## config.mk

```make
export PLATFORM = sky130hd
export DESIGN_NAME = bp437dec4
export DESIGN_NICKNAME = d
export VERILOG_FILES = /design/src/rtl/bp437_pkg.sv /design/src/rtl/bp437_reenc4.sv /design/src/rtl/bp437dec4.sv
export SDC_FILE = /design/constraint.sdc
export NUM_CORES = 1
export LEC_CHECK = 0
export BUFFER_PORTS_ARGS = -buffer_cell sky130_fd_sc_hd__buf_2
export CAP_MARGIN = 0
export CELL_PAD_IN_SITES_DETAIL_PLACEMENT = 1
export CELL_PAD_IN_SITES_GLOBAL_PLACEMENT = 1
export CORE_MARGIN = 4
export CORE_UTILIZATION = 47
export CTS_CLUSTER_DIAMETER = 150
export DETAILED_ROUTE_END_ITERATION = 10
export GPL_ROUTABILITY_DRIVEN = 0
export GPL_TIMING_DRIVEN = 0
export PLACE_DENSITY_LB_ADDON = 0.12
export RECOVER_POWER = 50
export SLEW_MARGIN = 20
export SYNTH_ARGS = -nofsm -noshare
export SYNTH_HDL_FRONTEND = slang
export SYNTH_SLANG_ARGS = --single-unit
```

## constraint.sdc

```tcl
create_clock -name clk -period 3.2 [get_ports clk]
set_clock_uncertainty 0.1 [all_clocks]
set_input_delay 0.16 -clock clk [delete_from_list [all_inputs] [get_ports clk]]
set_output_delay 0.16 -clock clk [all_outputs]
set_load 0.05 [all_outputs]
```

## src/rtl/bp437_pkg.sv

```systemverilog
// Shared constants, encoder tap sets and error-signature helper for the
// (4,3,7) Berlekamp-Preparata code with 4-way interleaving.
package bp437_pkg;

    localparam int unsigned INTLV = 4;
    localparam int unsigned K     = 7;
    localparam int unsigned DEPTH = INTLV * K;

    // Bit j set means the input contributes to parity j*INTLV symbols later.
    localparam logic [K:0] G2_TAPS = 8'b1000_0010;
    localparam logic [K:0] G1_TAPS = 8'b1100_0100;
    localparam logic [K:0] G0_TAPS = 8'b1110_1000;

    // Syndrome window produced by error pattern e = {parity, u2, u1, u0}.
    function automatic logic [K:0] bp_sig(input logic [3:0] e);
        logic [K:0] s;
        s    = '0;
        s[0] = e[3];
        s[1] = e[2];
        s[2] = e[1];
        s[3] = e[0];
        s[5] = e[0];
        s[6] = e[0] ^ e[1];
        s[7] = e[0] ^ e[1] ^ e[2];
        return s;
    endfunction

endpackage

```

## src/rtl/bp437_reenc4.sv

```systemverilog
// Re-encoder: recomputes the expected parity of the current symbol from
// the raw received data history, using the same taps as the transmitter.
module bp437_reenc4
    import bp437_pkg::*;
(
    input  logic       clk,
    input  logic       rst,
    input  logic       ce,
    input  logic [2:0] din,
    output logic       p
);

    logic [DEPTH-1:0][2:0] hist_q, hist_d;

    always_comb begin
        hist_d = hist_q;
        if (ce) begin
            hist_d = {hist_q[DEPTH-2:0], din};
        end
    end

    // hist_q[i] holds din from i+1 symbols ago, so tap j reads index 4j-1.
    always_comb begin
        p = 1'b0;
        for (int unsigned j = 1; j <= K; j++) begin
            if (G2_TAPS[j]) p = p ^ hist_q[INTLV*j-1][2];
            if (G1_TAPS[j]) p = p ^ hist_q[INTLV*j-1][1];
            if (G0_TAPS[j]) p = p ^ hist_q[INTLV*j-1][0];
        end
    end

    always_ff @(posedge clk) begin
        if (rst) begin
            hist_q <= '0;
        end else begin
            hist_q <= hist_d;
        end
    end

endmodule

```

## src/rtl/bp437dec4.sv

```systemverilog
// Syndrome-feedback decoder for the interleaved (4,3,7) BP code: syndrome
// window, correction decision, data delay line and status counters.
module bp437dec4
    import bp437_pkg::*;
#(
    parameter int unsigned CNTW = 16
) (
    input  logic            clk,
    input  logic            rst,
    input  logic            ce,
    input  logic [3:0]      v,
    output logic [2:0]      u,
    output logic            vld,
    output logic            corr,
    output logic            fail,
    input  logic            eclr,
    output logic [CNTW-1:0] ecnt
);

    localparam logic [4:0] WARM = 5'(DEPTH);

    logic                  p;
    logic                  s_now;
    logic [K:0]            win;
    logic [3:0]            e;
    logic [K:0]            sig;
    logic                  do_corr;
    logic                  do_fail;

    logic [DEPTH-1:0]      syn_q, syn_d;
    logic [DEPTH-1:0][2:0] dl_q, dl_d;
    logic [4:0]            wcnt_q, wcnt_d;
    logic [2:0]            u_q, u_d;
    logic                  vld_q, vld_d;
    logic                  corr_q, corr_d;
    logic                  fail_q, fail_d;
    logic [CNTW-1:0]       ecnt_q, ecnt_d;

    bp437_reenc4 u_reenc (
        .clk (clk),
        .rst (rst),
        .ce  (ce),
        .din (v[2:0]),
        .p   (p)
    );

    assign s_now = v[3] ^ p;

    // Window for the block leaving the delay line: d_j = S(T + 4j).
    always_comb begin
        for (int unsigned j = 0; j < K; j++) begin
            win[j] = syn_q[DEPTH-1-INTLV*j];
        end
        win[K]  = s_now;
        e       = {win[0], win[1], win[2], win[3]};
        sig     = bp_sig(e);
        do_corr = (win == sig) && (e != 4'b0000);
        do_fail = (win != sig) && win[0];
    end

    always_comb begin
        syn_d  = syn_q;
        dl_d   = dl_q;
        wcnt_d = wcnt_q;
        u_d    = u_q;
        vld_d  = vld_q;
        corr_d = corr_q;
        fail_d = fail_q;
        ecnt_d = ecnt_q;
        if (ce) begin
            syn_d = {syn_q[DEPTH-2:0], s_now};
            // Cancel the corrected block's contribution as the window shifts.
            if (do_corr) begin
                for (int unsigned j = 1; j <= K; j++) begin
                    syn_d[DEPTH-INTLV*j] = syn_d[DEPTH-INTLV*j] ^ sig[j];
                end
            end
            dl_d   = {dl_q[DEPTH-2:0], v[2:0]};
            u_d    = dl_q[DEPTH-1] ^ (do_corr ? e[2:0] : 3'b000);
            corr_d = do_corr;
            fail_d = do_fail;
            vld_d  = (wcnt_q == WARM);
            if (wcnt_q != WARM) begin
                wcnt_d = wcnt_q + 5'd1;
            end
            if (do_corr && (ecnt_q != '1)) begin
                ecnt_d = ecnt_q + CNTW'(1);
            end
        end
        if (eclr) begin
            ecnt_d = '0;
        end
    end

    always_ff @(posedge clk) begin
        if (rst) begin
            syn_q  <= '0;
            dl_q   <= '0;
            wcnt_q <= '0;
            u_q    <= '0;
            vld_q  <= 1'b0;
            corr_q <= 1'b0;
            fail_q <= 1'b0;
            ecnt_q <= '0;
        end else begin
            syn_q  <= syn_d;
            dl_q   <= dl_d;
            wcnt_q <= wcnt_d;
            u_q    <= u_d;
            vld_q  <= vld_d;
            corr_q <= corr_d;
            fail_q <= fail_d;
            ecnt_q <= ecnt_d;
        end
    end

    assign u    = u_q;
    assign vld  = vld_q;
    assign corr = corr_q;
    assign fail = fail_q;
    assign ecnt = ecnt_q;

endmodule
```

* Yosys cells after proc, flatten, opt, wreduce, memory -nomap -nowiden
Cells that the tools add are included.
** Cells by class
- $add $sub $neg :: 2
- Equality and inequality tests :: 5
- Multiplexer cells :: 7
- Reductions and logical operators :: 7
- Bitwise logic cells :: 15
** Operator list (count)
- adder 16 x 1 -> 16 bit (second input constant) :: 1
- inequality test 16 bit (second input constant) :: 1
- bitwise XOR 1 bit :: 14
- two-way mux 1 bit :: 6
- adder 5 x 1 -> 5 bit (second input constant) :: 1
- equality test 5 bit (second input constant) :: 1
- inequality test 5 bit (second input constant) :: 1
- equality test 4 bit :: 1
- inequality test 4 bit :: 1
- AND reduction 2 bit :: 2
- nonzero test 4 bit :: 1
- logical AND 1 bit :: 3
- two-way mux 3 bit :: 1
- bitwise XOR 3 bit :: 1
- OR reduction 2 bit :: 1
** Word-level totals
- Flip-flop bits (word level) :: 139
- Logic and storage cells :: 71
- Output and inout port bits :: 22
- Input port bits :: 8

* Longest topological paths before layout
Gate-level depths: netlist of the first run.
- Word-level depth :: 13
- Gate-level depth with buffers :: 10
- Mapped depth without buffers :: 8

* Modules after synthesis
A second synthesis of the first run with hierarchy kept.
** Second synthesis, totals
- Cell total of the unflattened synthesis :: 824
- Area total of the unflattened synthesis :: 8400.6 sq um
** By module, submodules not included
- bp437dec4 :: instances 1, sequential area each 2782.7 sq um, cells each 546, area an instance 5357.6 sq um
- bp437_reenc4 :: instances 1, sequential area each 1681.6 sq um, cells each 278, area an instance 3042.9 sq um

* Worst setup path after synthesis of the first run
Ideal clock, no wire load.
- Path type :: reg-to-reg
- Start point :: register ecnt_q[6], in the netlist ecnt[6]
- End point :: register ecnt_q[0], in the netlist ecnt[0]
- Period minus slack after synthesis :: 2.545 ns
- Arrival time :: 2.317 ns
- Buffers on the path :: 2
- Data required time :: 2.972 ns
- Setup time :: 0.128 ns
- Slack :: 0.655 ns
- Stages on the path, launching flop included :: 9
- Cell sequence :: dfxtp_1 > and4_1 > nand4_1 > o31a_1 > nand3_2 > buf_6 > clkbuf_1 > xor2_1 > nor2_1
** Between the ends
- Longest elaborated chain between the ends :: 3
** Ends and longest elaborated chain
- start: declaration :: RTL line bp437dec4.sv:37 : logic [CNTW-1:0] ecnt_q, ecnt_d;
- start signal: assignment :: RTL line bp437dec4.sv:113 : ecnt_q <= ecnt_d;
- inequality test 16 bit :: RTL line bp437dec4.sv:86 : if (do_corr && (ecnt_q != '1)) begin
- logical AND 1 bit :: RTL line bp437dec4.sv:86
- AND reduction 2 bit (no source line)
Every way passes these cells.
A chain may end at the register's enable or synchronous reset.

* Worst setup path in the final report of the first run
- Start point :: register syn_q[15]
- End point :: register ecnt_q[12], in the netlist ecnt[12]
** Between the ends
- Longest elaborated chain between the ends :: 6
- Elaborated cells on any way between the ends :: 7
- Those cells by class :: eq/ne: 1; bitwise: 2; reduce/logical: 4
** Ends and longest elaborated chain
- start: declaration :: RTL line bp437dec4.sv:30 : logic [DEPTH-1:0] syn_q, syn_d;
- start signal: assignment :: RTL line bp437dec4.sv:106 : syn_q <= syn_d;
- bitwise XOR 1 bit :: RTL line bp437_pkg.sv:23, bp437_pkg.sv:24
- bitwise XOR 1 bit :: RTL line bp437_pkg.sv:24 : s[7] = e[0] ^ e[1] ^ e[2];
- equality test 4 bit :: RTL line bp437dec4.sv:57 : do_corr = (win == sig) && (e != 4'b0000);
- logical AND 1 bit (*) :: RTL line bp437dec4.sv:57
- logical AND 1 bit (*) :: RTL line bp437dec4.sv:86
- AND reduction 2 bit (no source line) (*)
Mark *: on every way between the ends. The rest lies on a longest branch, timed or not.

==> flow_summary.toml, run 1 <==
[place]
dp_slack_ns = 0.2643
place_area_um2 = 5705
hpwl_um = 7874
port_buffers = 27

[route]
drtPass1Iterations = 4
num_vias = 3873
wl_um = 11460
routedWlPerCell_um = 15.48
drtAntennaViolNets = 0
vias_per_cell = 5.234
drtIter0Drc = 182
drc = 0

[die]
start_util_pct = 48.91
die_area_um2 = 13260
die_y_um = 115.1
io-pin-count = 30
num_rows = 38
fp.dieW_um = 115.1
core-area_um2 = 11030

[critical_path]
crit_fanout = 10
crit_required_ns = 3.38
worstPathArrival_ns = 3.12
worst-setup-path-type = "reg2reg"
r2r_slack_ns = 0.25
worstSetupStartpointType = "flop"
r2r-end = "ecnt[12]"
r2r_start = "syn_q[15]"
critPathCaptureType = "flop"
r2r_cells = 10

[hold_path]
hold_class = "in2reg"
min-delay-start = "ce"
worstHoldPathCells = 4
hold_end = "syn_q[8]"

[sta]
worst_pin_slew_ns = 0.7678
setup_tns_ns = 0
fin_crit_ns = 2.946
hold_viol = 0
period_share_pct = 92.07
timing.final.ws_setup_ns = 0.2536
setup_viol = 0
rsz0062_at_grt = "false"
finalMaxSlewViolations = 0
fmax_mhz = 339.4
slew_headroom_pct = 48.81

[pwr]
p_comb_share_pct = 4.0
power_frac_seq_pct = 43.2
pwr-share-clk_pct = 52.8
p_int_w = 0.003269
p_per_area_nw_per_um2 = 637.2
p_leak_nw = 2.622
switching_share_pct = 19.36
power.switching_w = 0.0007845
vdd.ir_drop.worst_mv = 0.4140

[synthesis]
synthTopCellsByCount = "dfxtp_1, nor2_1, mux2i_1"
synth_top_area_share_pct = 51.58
async_flop_share_pct = 0
yosysUniqueCellTypes = 36
synth-seq-cells = 139
yosysTopAreaCell = "dfxtp_1"
synth_area_um2 = 5395
synth_edf_count = 0
synthTopCellsByArea = "dfxtp_1, mux2i_1, nor2_1, xnor2_1, xor2_1"
synthesis.instances = 540
synth-warning-count = 0
ys_seq_area_share_pct = 51.58
yosysMostFrequentCell = "dfxtp_1"
synth_top_flop_cell = "dfxtp_1"
avgSynthCellArea_um2 = 9.991
syn_nets = 552

[global_route]
grt_start_max_net_pins = 17
grt_antenna_before_repair = 0
grt_first_pass_wirelength_um = 19840
grt_pass1_vias = 4089
track_usage_pct = 19.07
grt_overflow = 0

[job]
cap_violations = 0

[clock_network]
htree_num_levels = 4
cts.clk_slew.worst_paths_ns = 0.05
worst_skew_pair.late_latency_ns = 0.41
cts-root-buf = "clkbuf_16"
cts_inserted_buffers = 17
tritoncts = "built"
hold_buffers = 4
post_cts_buffers = 0
cts_resized = 0
clk_path_buf_depth = 2
clkSinkCount = 139

[finish]
syn2layout_area_growth_pct = 17.90
nFillCells = 1226
drive_above_1_share_pct = 6.667
multi_input_area_um2 = 2459
layout.area.seq_um2 = 2783
fin_area_um2 = 6361
num-nets-final = 602
diodes = 0

[outcome]
status = "finished, final reports clean"
==> flip-flops by register name (all words and copies together) (netlist names) <==
name            count
syn_q              28
fail                1
wcnt_q              5
u_reenc.hist_q     42
dl_q               42
ecnt               16
corr                1
u                   3
vld                 1
==> power groups by stage <==
stage | clock [W] | combinational, W | sequential [W]
3_3_place_gp | 0 | 0.000156 | 0.00179
5_1_grt | 0.00228 | 0.000175 | 0.00175
2_1_floorplan | 0 | 0.000114 | 0.00179
6_report | 0.00214 | 0.000160 | 0.00175
3_5_place_dp | 0 | 0.000159 | 0.00179
4_1_cts | 0.00218 | 0.000164 | 0.00175
==> critical path: stages (launching register included) <==
cell and delay [ns]:
dfxtp_1 0.39, inv_1 0.08, ha_1 0.35, xor2_1 0.20, xnor3_1 0.31, xnor2_2 0.34, nand3_2 0.21, buf_6 0.19
clkbuf_1 0.25, o31ai_1 0.30, a21oi_1 0.10
==> cells in the final DEF (no fill, tap or decap), types with 2 or more instances in the layout <==
cell type | Yosys | routed
a211oi_1 | 3 | 3
a21oi_1 | 16 | 16
a31oi_1 | 4 | 4
and4_1 | 2 | 2
buf_1 | 11 | 4
buf_2 | 0 | 5
bufinv_16 | 0 | 6
clkbuf_1 | 20 | 52
clkbuf_16 | 0 | 17
dfxtp_1 | 139 | 139
dlygate4sd3_1 | 0 | 4
ha_1 | 4 | 4
inv_1 | 7 | 7
mux2i_1 | 107 | 107
nand2_1 | 16 | 16
nand3_1 | 10 | 10
nand4_1 | 5 | 5
nor2_1 | 129 | 129
nor2b_1 | 4 | 4
nor3_1 | 5 | 5
o21ai_0 | 4 | 4
o31ai_1 | 6 | 6
or2_2 | 3 | 3
or3_1 | 3 | 3
or4_1 | 7 | 7
xnor2_1 | 11 | 11
xnor3_1 | 2 | 2
xor2_1 | 10 | 10
==> cell families (layout without fill, tap and decap cells) <==
| group | after synthesis | after routing | synth area share [%] |
|---|---|---|---|
| simple gates | 188 | 188 | 15.45 |
| fa+ha+maj | 4 | 4 | 0.9277 |
| buf+inv | 39 | 99 | 2.853 |
| compound gates | 38 | 38 | 4.360 |
| mux | 107 | 107 | 19.85 |
| flops | 139 | 139 | 51.58 |
| xor+xnor | 25 | 25 | 4.986 |
==> through the flow <==
step	total power (W)	cells	utilization, %	hold slack, ns
floorplan	0.001908	540	-	0.2072
global placement	0.001943	707	51.72	0.2994
detailed placement	0.001946	707	51.72	0.3076
CTS	0.004100	740	57.92	0.1952
global route	0.004204	740	57.67	0.2617
finish	0.004053	740	57.67	0.2057
==> routing by layer <==
metal	track usage, %	vias to the layer above	routed length (µm)	share of wire (%)
met1	22.83	1863	5210	45
met2	32.56	53	5749	50
met4	8.372	0	99	0.86
met3	4.579	12	396	3.5
met5	0	-	0	0
li1	-	1945	-	-
==> worst max-delay path by stage <==
stage	cells past startpoint	endpoint	startpoint
floorplan	8	ecnt[0]	ecnt[6]
global placement	10	ecnt[9]	syn_q[15]
detailed placement	10	ecnt[12]	syn_q[15]
CTS	10	ecnt[9]	syn_q[15]
global route	10	ecnt[13]	syn_q[15]
finish	10	ecnt[12]	syn_q[15]
==> layout make-up <==
cell class                      count  area share, %
Sequential cell                   139          43.75
Multi-Input combinational cell    362          38.65
Clock buffer                       21          7.081
Clock inverter                      8          3.029
Tap cell                          140          2.754
Timing Repair Buffer               31          2.321
Buffer                             32          2.006
Inverter                            7         0.4131
Power figures use the tool's default switching activity.
==> inputs of run 2 (changes only) <==
--- a/config.mk
+++ b/config.mk
@@ -10,7 +10,7 @@
 export CELL_PAD_IN_SITES_DETAIL_PLACEMENT = 1
 export CELL_PAD_IN_SITES_GLOBAL_PLACEMENT = 1
 export CORE_MARGIN = 4
-export CORE_UTILIZATION = 47
+export CORE_UTILIZATION = 43
 export CTS_CLUSTER_DIAMETER = 150
 export DETAILED_ROUTE_END_ITERATION = 10
 export GPL_ROUTABILITY_DRIVEN = 0
==> constraint.sdc (replaced) <==
create_clock -name clk -period 2.4 [get_ports clk]
set_clock_uncertainty 0.1 [all_clocks]
set_input_delay 0.12 -clock clk [delete_from_list [all_inputs] [get_ports clk]]
set_output_delay 0.12 -clock clk [all_outputs]
set_load 0.05 [all_outputs]
==> flow_summary.toml, run 2 (synthesized netlist as in run 1, its figures left out) <==
[sta]
worst_pin_slew_ns = 0.7892
setup_tns_ns = -0.3726
fmax_mhz = 405.0
setup_viol = 8
hold_viol = 0
timing.final.ws_setup_ns = -0.06939
holdWs_ns = 0.1513
period_share_pct = 102.9
finalMaxSlewViolations = 0
rsz0062_at_grt = "true"
fin_crit_ns = 2.469
slew_headroom_pct = 47.39

[clock_network]
tritoncts = "built"
cts_inserted_buffers = 17
worst_skew_pair.late_latency_ns = 0.42
cts.clk_slew.worst_paths_ns = 0.06
htree_num_levels = 4
cts-root-buf = "clkbuf_16"
clkSinkCount = 139
clk_path_buf_depth = 2

[finish]
syn2layout_area_growth_pct = 22.38
drive_above_1_share_pct = 13.31
final_util_pct = 54.29
num-nets-final = 615
diodes = 0
layout_commonest_cell = "dfxtp_1"
fin_area_um2 = 6603
mostFrequentLayoutCells = "dfxtp_1, nor2_1, mux2i_1"
nFillCells = 1363
biggestRegsByFlops = "dl_q: 42 flops, u_reenc.hist_q: 42 flops, syn_q: 28 flops"

[route]
routedWlPerCell_um = 14.98
drtIter0Drc = 130
wl_um = 11740
num_vias = 3904
vias_per_cell = 4.980
drtAntennaViolNets = 0
drtPass1Iterations = 4
drc = 0

[die]
num_rows = 40
die_y_um = 120.0
start_util_pct = 44.36
die_area_um2 = 14400
fp.dieW_um = 120.0
core-area_um2 = 12160
io-pin-count = 30

[place]
hpwl_um = 8022
place_area_um2 = 5759
port_buffers = 27

[job]
cap_violations = 0

[global_route]
track_usage_pct = 17.36
grt_start_max_net_pins = 17
grt_antenna_before_repair = 0
grt_overflow = 0
grt_pass1_vias = 3969
grt_first_pass_wirelength_um = 19770

[critical_path]
crit_fanout = 4
crit_required_ns = 2.65
worstPathArrival_ns = 2.72
r2r_slack_ns = -0.07
worstSetupStartpointType = "flop"
critPathCaptureType = "flop"
worst-setup-path-type = "reg2reg"

[pwr]
vdd.ir_drop.worst_mv = 0.3758
p_leak_nw = 2.722
p_per_area_nw_per_um2 = 801.3

[outcome]
status = "finished with violations"
violations = "setup timing"

[hold_path]
hold_class = "in2reg"
run 2: cell types whose count changed in the layout (fill, tap and decap cells not counted), sizes merged:
cell	change
buf	+20
bufinv	-3
clkbuf	-1
run 2: layer usage:
layer,global-route usage (%),vias up,share of wire (%)
met5,0,-,0
met4,7.588,0,1.9
met3,4.336,18,3.0
met2,27.85,44,47
met1,22.14,1883,48
li1,-,1959,-
run 2: worst max-delay path, cell delays in order, from the launching register on:
cell and delay (ns):
dfxtp_1 0.40, xor2_1 0.17, xnor3_2 0.56, xor2_2 0.24
nor4b_4 0.31, or4b_1 0.46, a21oi_1 0.15
run 2: stage by stage:
| step | setup slack [ns] | total power (W) | std cells |
|---|---|---|---|
| 2_1_floorplan | 0.003615 | 0.002544 | 540 |
| 3_3_place_gp | -0.3562 | 0.002590 | 735 |
| 3_5_place_dp | -0.4399 | 0.002597 | 735 |
| 4_1_cts | -0.04217 | 0.005366 | 779 |
| 5_1_grt | -0.1797 | 0.005508 | 784 |
| 6_report | -0.06939 | 0.005290 | 784 |
run 2: final cells by class:
type | instances | area, µm² | area share (%)
buffer | 32 | 131.4 | 1.990
timing repair buffer | 44 | 255.2 | 3.866
clock inverter | 5 | 102.6 | 1.554
sequential | 139 | 2794 | 42.32
clock buffer | 27 | 533.0 | 8.073
inverter | 7 | 28.78 | 0.4359
multi-input combinational | 362 | 2547 | 38.58
tap | 168 | 210.2 | 3.184
run 2: report_power, final:
part           internal, W  switching, W
combinational    0.0000806      0.000138
sequential         0.00232     0.0000107
clock              0.00183      0.000911
run 2: path summary, 6_finish.rpt:
kind | start | endpoint | cells after the start
setup / recovery | u_reenc.hist_q[22] | ecnt[14] | 6
hold / removal | ce | syn_q[8] | 4
setup reg to reg | u_reenc.hist_q[22] | ecnt[14] | 6
hold reg to reg | ecnt[9] | ecnt[9] | 2
run 2: what timing repair did:
item | CTS | global route
hold buffers | 4 | 0
cloned | 1 | 0
resized for setup | 11 | 15
pin swaps | 9 | 10
endpoints found under the setup margin | 14 | 13
setup buffers | 7 | 5
endpoints found under the hold margin | 4 | 0
==> inputs of run 3 (changes only) <==
--- a/config.mk
+++ b/config.mk
@@ -14,7 +14,7 @@
 export CTS_CLUSTER_DIAMETER = 150
 export DETAILED_ROUTE_END_ITERATION = 10
 export GPL_ROUTABILITY_DRIVEN = 0
-export GPL_TIMING_DRIVEN = 0
+export GPL_TIMING_DRIVEN = 1
 export PLACE_DENSITY_LB_ADDON = 0.12
 export RECOVER_POWER = 50
 export SLEW_MARGIN = 20
==> flow_summary.toml, run 3 (synthesized netlist as in run 1, its figures left out) <==
[outcome]
status = "finished with violations"
violations = "setup timing"

[finish]
mostFrequentLayoutCells = "dfxtp_1, nor2_1, mux2i_1"
syn2layout_area_growth_pct = 23.70
layout_commonest_cell = "dfxtp_1"
diodes = 0
drive_above_1_share_pct = 16.00
biggestRegsByFlops = "dl_q: 42 flops, u_reenc.hist_q: 42 flops, syn_q: 28 flops"
num-nets-final = 599
final_util_pct = 54.88

[global_route]
track_usage_pct = 16.28
grt_start_max_net_pins = 124
grt_antenna_before_repair = 0
grt_pass1_vias = 3907
grt_overflow = 0
grt_first_pass_wirelength_um = 18930

[place]
hpwl_um = 6703
port_buffers = 29

[route]
num_vias = 3881
drtIter0Drc = 212
drc = 0
drtAntennaViolNets = 0
wl_um = 11240
routedWlPerCell_um = 14.63
vias_per_cell = 5.053
drtPass1Iterations = 4

[clock_network]
htree_num_levels = 4
clk_path_buf_depth = 2
cts-root-buf = "clkbuf_16"
cts.clk_slew.worst_paths_ns = 0.06
tritoncts = "built"
clkSinkCount = 139
cts_inserted_buffers = 17
worst_skew_pair.late_latency_ns = 0.42

[critical_path]
crit_required_ns = 2.65
worst-setup-path-type = "reg2reg"
cpPeakStageDelay_ns = 0.49
crit_chain = "inv_2 -> ha_4 -> xor2_1 -> xnor3_2 -> xor2_4 -> nor4b_4 -> or4b_4 -> a21oi_2"
worstSetupStartpointType = "flop"
critPathCaptureType = "flop"
slowest_stage = "or4b_4"
crit_fanout = 3
cp_top_family = "XOR/XNOR gates"
cp_num_buf_inv = 1
worstPathArrival_ns = 2.70

[die]
core-area_um2 = 12160
die_area_um2 = 14400
io-pin-count = 30
num_rows = 40
die_y_um = 120.0
start_util_pct = 44.36
fp.dieW_um = 120.0

[sta]
slew_headroom_pct = 10.46
setup_viol = 8
rsz0062_at_grt = "true"
period_share_pct = 102.4
fmax_mhz = 406.9
setup_tns_ns = -0.2283
worst_pin_slew_ns = 1.343
finalMaxSlewViolations = 0
fin_crit_ns = 2.457
hold_viol = 0
timing.final.ws_setup_ns = -0.05742

[pwr]
vdd.ir_drop.worst_mv = 0.4875
p_comb_share_pct = 4.0
p_leak_nw = 2.765
p_per_area_nw_per_um2 = 817.0
power_frac_seq_pct = 42.8
switching_share_pct = 20.01
power.switching_w = 0.001091
p_int_w = 0.004361
pwr-share-clk_pct = 53.2

[hold_path]
hold_class = "reg2reg"

[job]
cap_violations = 0
==> run 3: changes by cell type in the layout (fill, tap and decap cells not counted), moves of 2 or more <==
cell	previous run	this run
dfxtp_2	6	8
dlygate4sd3_1	4	6
clkbuf_1	44	22
clkbuf_8	7	4
bufinv_16	3	5
xor2_2	2	0
clkinv_2	1	3
buf_4	11	21
buf_1	9	0
==> run 3: area by class of cell <==
type / count / area [µm²]
Fill cell: 1326 / 5488
Sequential cell: 139 / 2793
Multi-Input combinational cell: 363 / 2591
Clock buffer: 21 / 480.5
Timing Repair Buffer: 59 / 384.1
Tap cell: 168 / 210.2
Clock inverter: 11 / 188.9
Inverter: 7 / 26.28
==> run 3: worst paths after layout <==
path | from | end | slack (ns) | depth (start not counted)
max | syn_q[15] | ecnt[14] | -0.06 | 8
min reg2reg | syn_q[20] | syn_q[20] | 0.37 | 2
max reg2reg | syn_q[15] | ecnt[14] | -0.06 | 8
min | syn_q[20] | syn_q[20] | 0.37 | 2
==> run 3: what timing repair did <==
action                                  CTS  global route
setup buffers                             4             5
endpoints found under the setup margin   11            22
gates cloned                              1             0
endpoints found under the hold margin    12             0
resized for setup                         9            16
pin swaps                                 7             6
hold buffers                              6             0
==> run 3: tightest hold or removal path, stage by stage (launching register included) <==
cell     delay, ns
dfxtp_1       0.31
nand2_1       0.06
a21oi_1       0.05
==> run 3: routing by layer <==
metal | up-vias | share of wire (%) | global-route usage, %
met2 | 48 | 49 | 25.89
met1 | 1869 | 46 | 20.65
met3 | 12 | 2.9 | 4.336
met5 | - | 0 | 0
met4 | 0 | 1.5 | 7.445
li1 | 1952 | - | -
==> run 3: per-stage QoR <==
step	total power [W]	worst slack (ns)	hold slack (ns)	cells	area, µm²
floorplan	0.002544	0.003615	0.1672	540	5414
global placement	0.002584	-0.03862	0.2559	721	5796
detailed placement	0.002589	-0.1274	0.2750	721	5796
CTS	0.005516	-0.005841	0.3676	764	6613
global route	0.005655	-0.1614	0.4077	768	6674
finish	0.005452	-0.05742	0.3668	768	6674
==> run 3: power by group through the flow <==
stage | sequential [W] | clock, W | combinational [W]
finish | 0.00233 | 0.00290 | 0.000221
global route | 0.00233 | 0.00308 | 0.000240
CTS | 0.00233 | 0.00296 | 0.000221
detailed placement | 0.00238 | 0 | 0.000206
global placement | 0.00238 | 0 | 0.000201
floorplan | 0.00239 | 0 | 0.000151
